[config.mk]
export PLATFORM = sky130hd
export DESIGN_NAME = oh_standby_ctrl
export DESIGN_NICKNAME = d
export VERILOG_FILES = /design/src/rtl/oh_standby_pkg.sv /design/src/rtl/oh_clockgate.sv /design/src/rtl/oh_standby_wakedet.sv /design/src/rtl/oh_standby_ctrl.sv
export SDC_FILE = /design/constraint.sdc
export NUM_CORES = 1
export LEC_CHECK = 0
export ABC_CLOCK_PERIOD_IN_PS = 4019
export BUFFER_PORTS_ARGS = -buffer_cell sky130_fd_sc_hd__clkbuf_2
export CAP_MARGIN = 10
export CORE_AREA = 2 2 53 55
export DETAILED_ROUTE_END_ITERATION = 7
export DIE_AREA = 0 0 55 57
export GPL_ROUTABILITY_DRIVEN = 0
export HOLD_SLACK_MARGIN = 0.08
export MAX_ROUTING_LAYER = met4
export PLACE_DENSITY = 0.82
export SYNTH_ARGS = -nofsm -noshare
export SYNTH_HDL_FRONTEND = slang
export SYNTH_SLANG_ARGS = --single-unit
[constraint.sdc]
create_clock -name clkin -period 4.02 [get_ports clkin]
set_input_delay 0.804 -clock clkin [delete_from_list [all_inputs] [get_ports clkin]]
set_output_delay 0.804 -clock clkin [all_outputs]
set_load 0.01 [all_outputs]
[src/rtl/oh_standby_pkg.sv]
// Shared definitions for the standby controller: FSM state encodings.
package oh_standby_pkg;

  localparam int unsigned ST_W = 2;

  // Encoding 2'd3 is illegal; the FSM recovers from it to ST_ACTIVE.
  typedef enum logic [ST_W-1:0] {
    ST_ACTIVE = 2'd0,
    ST_HOLD   = 2'd1,
    ST_SLEEP  = 2'd2
  } state_t;

endpackage

[src/rtl/oh_clockgate.sv]
// Latch-based clock gate.
//   clk  : free-running input clock
//   en   : functional enable
//   te   : test enable (forces the clock on)
//   eclk : gated clock output
module oh_clockgate (
  input  logic clk,
  input  logic en,
  input  logic te,
  output logic eclk
);

  logic en_lat;

  // Enable is captured while clk is low so eclk cannot glitch while clk is high.
  always_latch begin
    if (!clk) en_lat = en | te;
  end

  assign eclk = clk & en_lat;

endmodule

[src/rtl/oh_standby_wakedet.sv]
// Wake-up event detector: per-channel edge/level selection and masking.
//   clk       : free-running clock
//   reset     : asynchronous active-high reset
//   wakeup    : raw wake-up inputs
//   wake_mask : 1 = channel may raise an event
//   wake_edge : 1 = rising-edge mode, 0 = level mode
//   ev        : per-channel event (combinational)
//   wake_now  : OR of all events (combinational)
module oh_standby_wakedet #(
  parameter int unsigned N = 5
) (
  input  logic         clk,
  input  logic         reset,
  input  logic [N-1:0] wakeup,
  input  logic [N-1:0] wake_mask,
  input  logic [N-1:0] wake_edge,
  output logic [N-1:0] ev,
  output logic         wake_now
);

  logic [N-1:0] hist;

  // History follows the raw input regardless of mask, so unmasking a channel
  // that is already high does not look like a fresh edge.
  always_ff @(posedge clk or posedge reset) begin
    if (reset) hist <= '0;
    else       hist <= wakeup;
  end

  always_comb begin
    ev = wake_mask & ((wake_edge & wakeup & ~hist) | (~wake_edge & wakeup));
  end

  assign wake_now = |ev;

endmodule

[src/rtl/oh_standby_ctrl.sv]
// Standby controller: ACTIVE/HOLD/SLEEP FSM with programmable hold-off,
// sticky wake-source reporting and core clock gating.
//   clkin        : free-running clock (all registers run on it)
//   reset        : asynchronous active-high reset
//   wakeup       : wake-up event vector
//   wake_mask    : per-channel enable
//   wake_edge    : per-channel mode (1 edge, 0 level)
//   idle         : core idle indication
//   force_on     : debug override keeping the clock running
//   hold_cycles  : clocked cycles to remain in HOLD before sleeping
//   wake_src_clr : per-bit clear of wake_src
//   clkout       : gated core clock
//   clk_en       : clock-gate enable (combinational)
//   state        : current FSM state
//   sleeping     : registered SLEEP indication
//   wake_src     : sticky record of masked wake events
module oh_standby_ctrl
  import oh_standby_pkg::*;
#(
  parameter int unsigned N  = 5,
  parameter int unsigned CW = 8
) (
  input  logic          clkin,
  input  logic          reset,
  input  logic [N-1:0]  wakeup,
  input  logic [N-1:0]  wake_mask,
  input  logic [N-1:0]  wake_edge,
  input  logic          idle,
  input  logic          force_on,
  input  logic [CW-1:0] hold_cycles,
  input  logic [N-1:0]  wake_src_clr,
  output logic          clkout,
  output logic          clk_en,
  output logic [1:0]    state,
  output logic          sleeping,
  output logic [N-1:0]  wake_src
);

  logic [N-1:0]  ev;
  logic          wake_now;
  logic          busy;
  state_t        state_q, state_d;
  logic [CW-1:0] cnt_q, cnt_d;

  oh_standby_wakedet #(.N(N)) u_wakedet (
    .clk       (clkin),
    .reset     (reset),
    .wakeup    (wakeup),
    .wake_mask (wake_mask),
    .wake_edge (wake_edge),
    .ev        (ev),
    .wake_now  (wake_now)
  );

  assign busy = wake_now | ~idle | force_on;

  // State, hold counter, registered sleep flag and sticky wake source.
  always_ff @(posedge clkin or posedge reset) begin
    if (reset) begin
      state_q  <= ST_ACTIVE;
      cnt_q    <= '0;
      sleeping <= 1'b0;
      wake_src <= '0;
    end else begin
      state_q  <= state_d;
      cnt_q    <= cnt_d;
      sleeping <= (state_d == ST_SLEEP);
      wake_src <= ev | (wake_src & ~wake_src_clr);
    end
  end

  // Next-state and hold counter.
  always_comb begin
    state_d = state_q;
    cnt_d   = cnt_q;
    case (state_q)
      ST_ACTIVE: begin
        if (!busy) begin
          if (hold_cycles != '0) begin
            state_d = ST_HOLD;
            cnt_d   = CW'(hold_cycles - CW'(1));
          end else begin
            state_d = ST_SLEEP;
          end
        end
      end
      ST_HOLD: begin
        if (busy) begin
          state_d = ST_ACTIVE;
          cnt_d   = '0;
        end else if (cnt_q == '0) begin
          state_d = ST_SLEEP;
        end else begin
          cnt_d = CW'(cnt_q - CW'(1));
        end
      end
      ST_SLEEP: begin
        if (busy) state_d = ST_ACTIVE;
      end
      default: begin
        state_d = ST_ACTIVE;
        cnt_d   = '0;
      end
    endcase
  end

  // Combinational so a wake event re-opens the gate in the cycle it arrives.
  assign clk_en = (state_q != ST_SLEEP) | busy;
  assign state  = 2'(state_q);

  oh_clockgate u_clockgate (
    .clk  (clkin),
    .en   (clk_en),
    .te   (1'b0),
    .eclk (clkout)
  );

endmodule

# Word level (Yosys, flattened, before mapping)
# Cells that the tools add are included.
dict set report word_totals {
  register_bits 21
  latch_bits 1
  in_bits 32
  output_inout_bits 10
  word_cells 48
}
dict set report op_classes {
  n_addsub 2
  n_eq_ne 7
  n_mux 12
  n_bitwise 16
  reduce_logical 5
}
# cell count
set ops {}
lappend ops {{$mux 8} 4}
lappend ops {{$and 5x5->5} 5}
lappend ops {{$pmux 8 s3} 1}
lappend ops {{$sub 8x1->8 const B} 2}
lappend ops {{$not 5->5} 3}
lappend ops {{$mux 2} 5}
lappend ops {{$or 5x5->5} 2}
lappend ops {{$logic_not 8->1} 1}
lappend ops {{$reduce_bool 8->1} 1}
lappend ops {{$ne 2x2->1 const B} 3}
lappend ops {{$pmux 2 s3} 1}
lappend ops {{$reduce_or 5->1} 1}
lappend ops {{$eq 2x2->1 const B} 2}
lappend ops {{$reduce_and 4->1} 1}
lappend ops {{$ne 3x3->1 const B} 1}
lappend ops {{$or 1x1->1} 3}
lappend ops {{$eq 2x1->1 const B} 1}
lappend ops {{$logic_not 2->1} 1}
lappend ops {{$not 1->1} 2}
lappend ops {{$and 1x1->1} 1}
lappend ops {{$mux 1} 1}

# Depth between registers and ports, before layout
dict set report logic_depth {
  depth_word 10
  mapped_depth 7
  mapped_depth_nobuf 7
}

# Cells and area by module
# Synthesis repeated with hierarchy kept, for this count alone.
dict set report hier_totals {
  cells_unflattened 143
  area_unflattened_um2 1307.5
}
# module n_inst cells_each area_each_um2 seq_area_each_um2
set modules_own_cells {}
lappend modules_own_cells {oh_standby_ctrl 1 120 1077.3 400.4}
lappend modules_own_cells {oh_standby_wakedet 1 20 202.7 125.1}
lappend modules_own_cells {oh_clockgate 1 3 27.5 0.0}

==> run metrics <==
status=completed; critical path capture point type=primary output; DP HPWL=2.326 mm; Synth async-reset ratio=95.45%; Crit path required time=roughly 3.2 ns; synthesized area=between 0.001 and 0.0015 mm²; YS warnings=0; PortBufs=41; Leak=between 0.7 and 0.8 nW; fin util=a little over three fifths; setup_tns=0 ns; drt first-iter violations=35; power per cell area=between 300 and 400 mW/mm²; critical path type=latch2out; R2R setup slack=0.80 ns; Max VDD drop=approximately 220 µV; Routed Antenna Nets=0; Slew Viols, Final=0; share of the synthesized area in the top cell type=39.36%; die area=approximately 0.0031 mm²; total track usage=22.13%; PostCTS Resize Cnt=0; CTS tree=built; floorplan core area=about 0.0026 mm²; Initial Util=51.05%; CP max FO=1; clk_skew=0.009394 ns; first-pass GRT wire length=4.961 mm; Congestion Overflow GR=0; commonest non-fill, non-tap cells in the layout=clkbuf_2 (41), dfrtp_1 (21), inv_1 (12); synthesized flop and latch total=22; Antenna Cells=0; vias in the first global route=1214; reg2reg path depth=4; R2R Path End=u_clockgate.en_lat; vias per cell=between 5 and 6; r2r startpoint=u_wakedet.hist[3]; Final Hold Viols=0; CP startpoint=u_clockgate.en_lat; worst-margin pin slew=0.7923 ns; # IOs=42; EDFF count, synth=0; RSZ-0062 raised after global routing=no; largest net degree at the start of global routing=22; post-CTS setup buffers=0; initial antenna violation count=0; Synth area leader=dfrtp_1; P&R area growth vs syn=23.62%; min-delay worst type=in2async; commonest non-fill, non-tap cell in the layout=clkbuf_2; die height=57 µm; Slew headroom=47.12%; layout cells sized above 1=between 30 and 40%; Final setup viols=0; wire per inst=13.79 µm; top_reg_cell synth=dfrtp_1; Die Width=55 µm; Critical Path AT=3.07 ns; Skew-Pair Late Insertion Delay=0.43 ns; Max-Cap Viols=0; via count=1236; CTS clk-pin slew, worst paths=0.12 ns; DRC violations left=0; syn nets=169; distinct cell type count of the synthesized netlist=45; Site Rows=19; Syn Inst Count=133; DRT Wirelength=2.952 mm; Startpoint Class=latch; nets=220; hold_buf cts=0; Synth Area per Inst=10.04 µm²; largest cells by area after synthesis=dfrtp_1 (39%), ha_1 (3.7%), inv_1 (3.4%); total power=0.6075 mW; DRT Pass-1 Iters=5
-- per-layer routing --
metal | vias up | GRT usage, % | share of wire [%] | wire length, µm
met5 | - | - | 0 | 0
met2 | 53 | 36.73 | 51 | 1500
met1 | 589 | 25.72 | 42 | 1244
li1 | 592 | - | - | -
met4 | 0 | 9.756 | 0.27 | 8
met3 | 2 | 3.403 | 6.7 | 199
-- critical path, stage by stage, from the launching register on --
cell	delay [ns]
dlxtn_1	0.40
and2_1	0.11
clkbuf_2	0.12
-- cell type report --
cell class                 instances  area (µm²)
clock buffer                       7       50.05
fill                             216       964.7
inverter                          12       45.04
multi-input combinational         97       742.0
clock inverter                     1       3.754
sequential                        22       540.5
timing repair buffer              44       230.2
tap                               31       38.79
-- state kept, by name, indices dropped and copies added (netlist names) --
| signal | cells |
|---|---|
| cnt_q | 8 |
| u_wakedet.hist | 5 |
| wake_src | 5 |
| state | 2 |
| sleeping | 1 |
| u_clockgate.en_lat | 1 |
-- Yosys cell counts, drive strengths merged, types with 3 or more instances --
master / instances
o22ai: 5
and2: 4
nand3: 6
dfrtp: 21
xnor2: 4
a21oi: 5
o22a: 3
a22o: 3
nor3: 3
xor2: 4
nor2: 12
nand2: 11
inv: 12
o21ai: 6
ha: 4
-- cells by family after synthesis --
group                    Yosys count  share of synthesized area [%]
XOR/XNOR                           8                          5.248
buffers and inverters             14                          3.935
latches                            1                          1.124
AO/OA/AOI/OAI                     36                          25.03
AND/OR/NAND/NOR                   49                          21.56
adder cells (fa/ha/maj)            4                          3.749
flip-flops                        21                          39.36
-- stage by stage --
stage	std cells	cell area (µm²)	setup slack, ns	hold WS [ns]
floorplan	133	1335	0.1049	0.4667
global placement	207	1602	0.3172	0.4899
detailed placement	207	1602	0.2828	0.4820
CTS	214	1650	0.1358	0.4846
global route	214	1650	0.1009	0.4769
finish	214	1650	0.1479	0.4847
-- where the power goes --
| group | internal, mW | leakage (nW) | switching [mW] |
|---|---|---|---|
| Clock | 0.0810 | 0.0357 | 0.0876 |
| Sequential | 0.250 | 0.265 | 0.0346 |
| Combinational | 0.0749 | 0.450 | 0.0791 |
-- worst max path at each step --
stage / endpoint
floorplan: u_clockgate.en_lat
global placement: u_clockgate.en_lat
detailed placement: u_clockgate.en_lat
CTS: clkout
global route: clkout
finish: clkout
No activity file was read; power rests on OpenSTA's default activity.
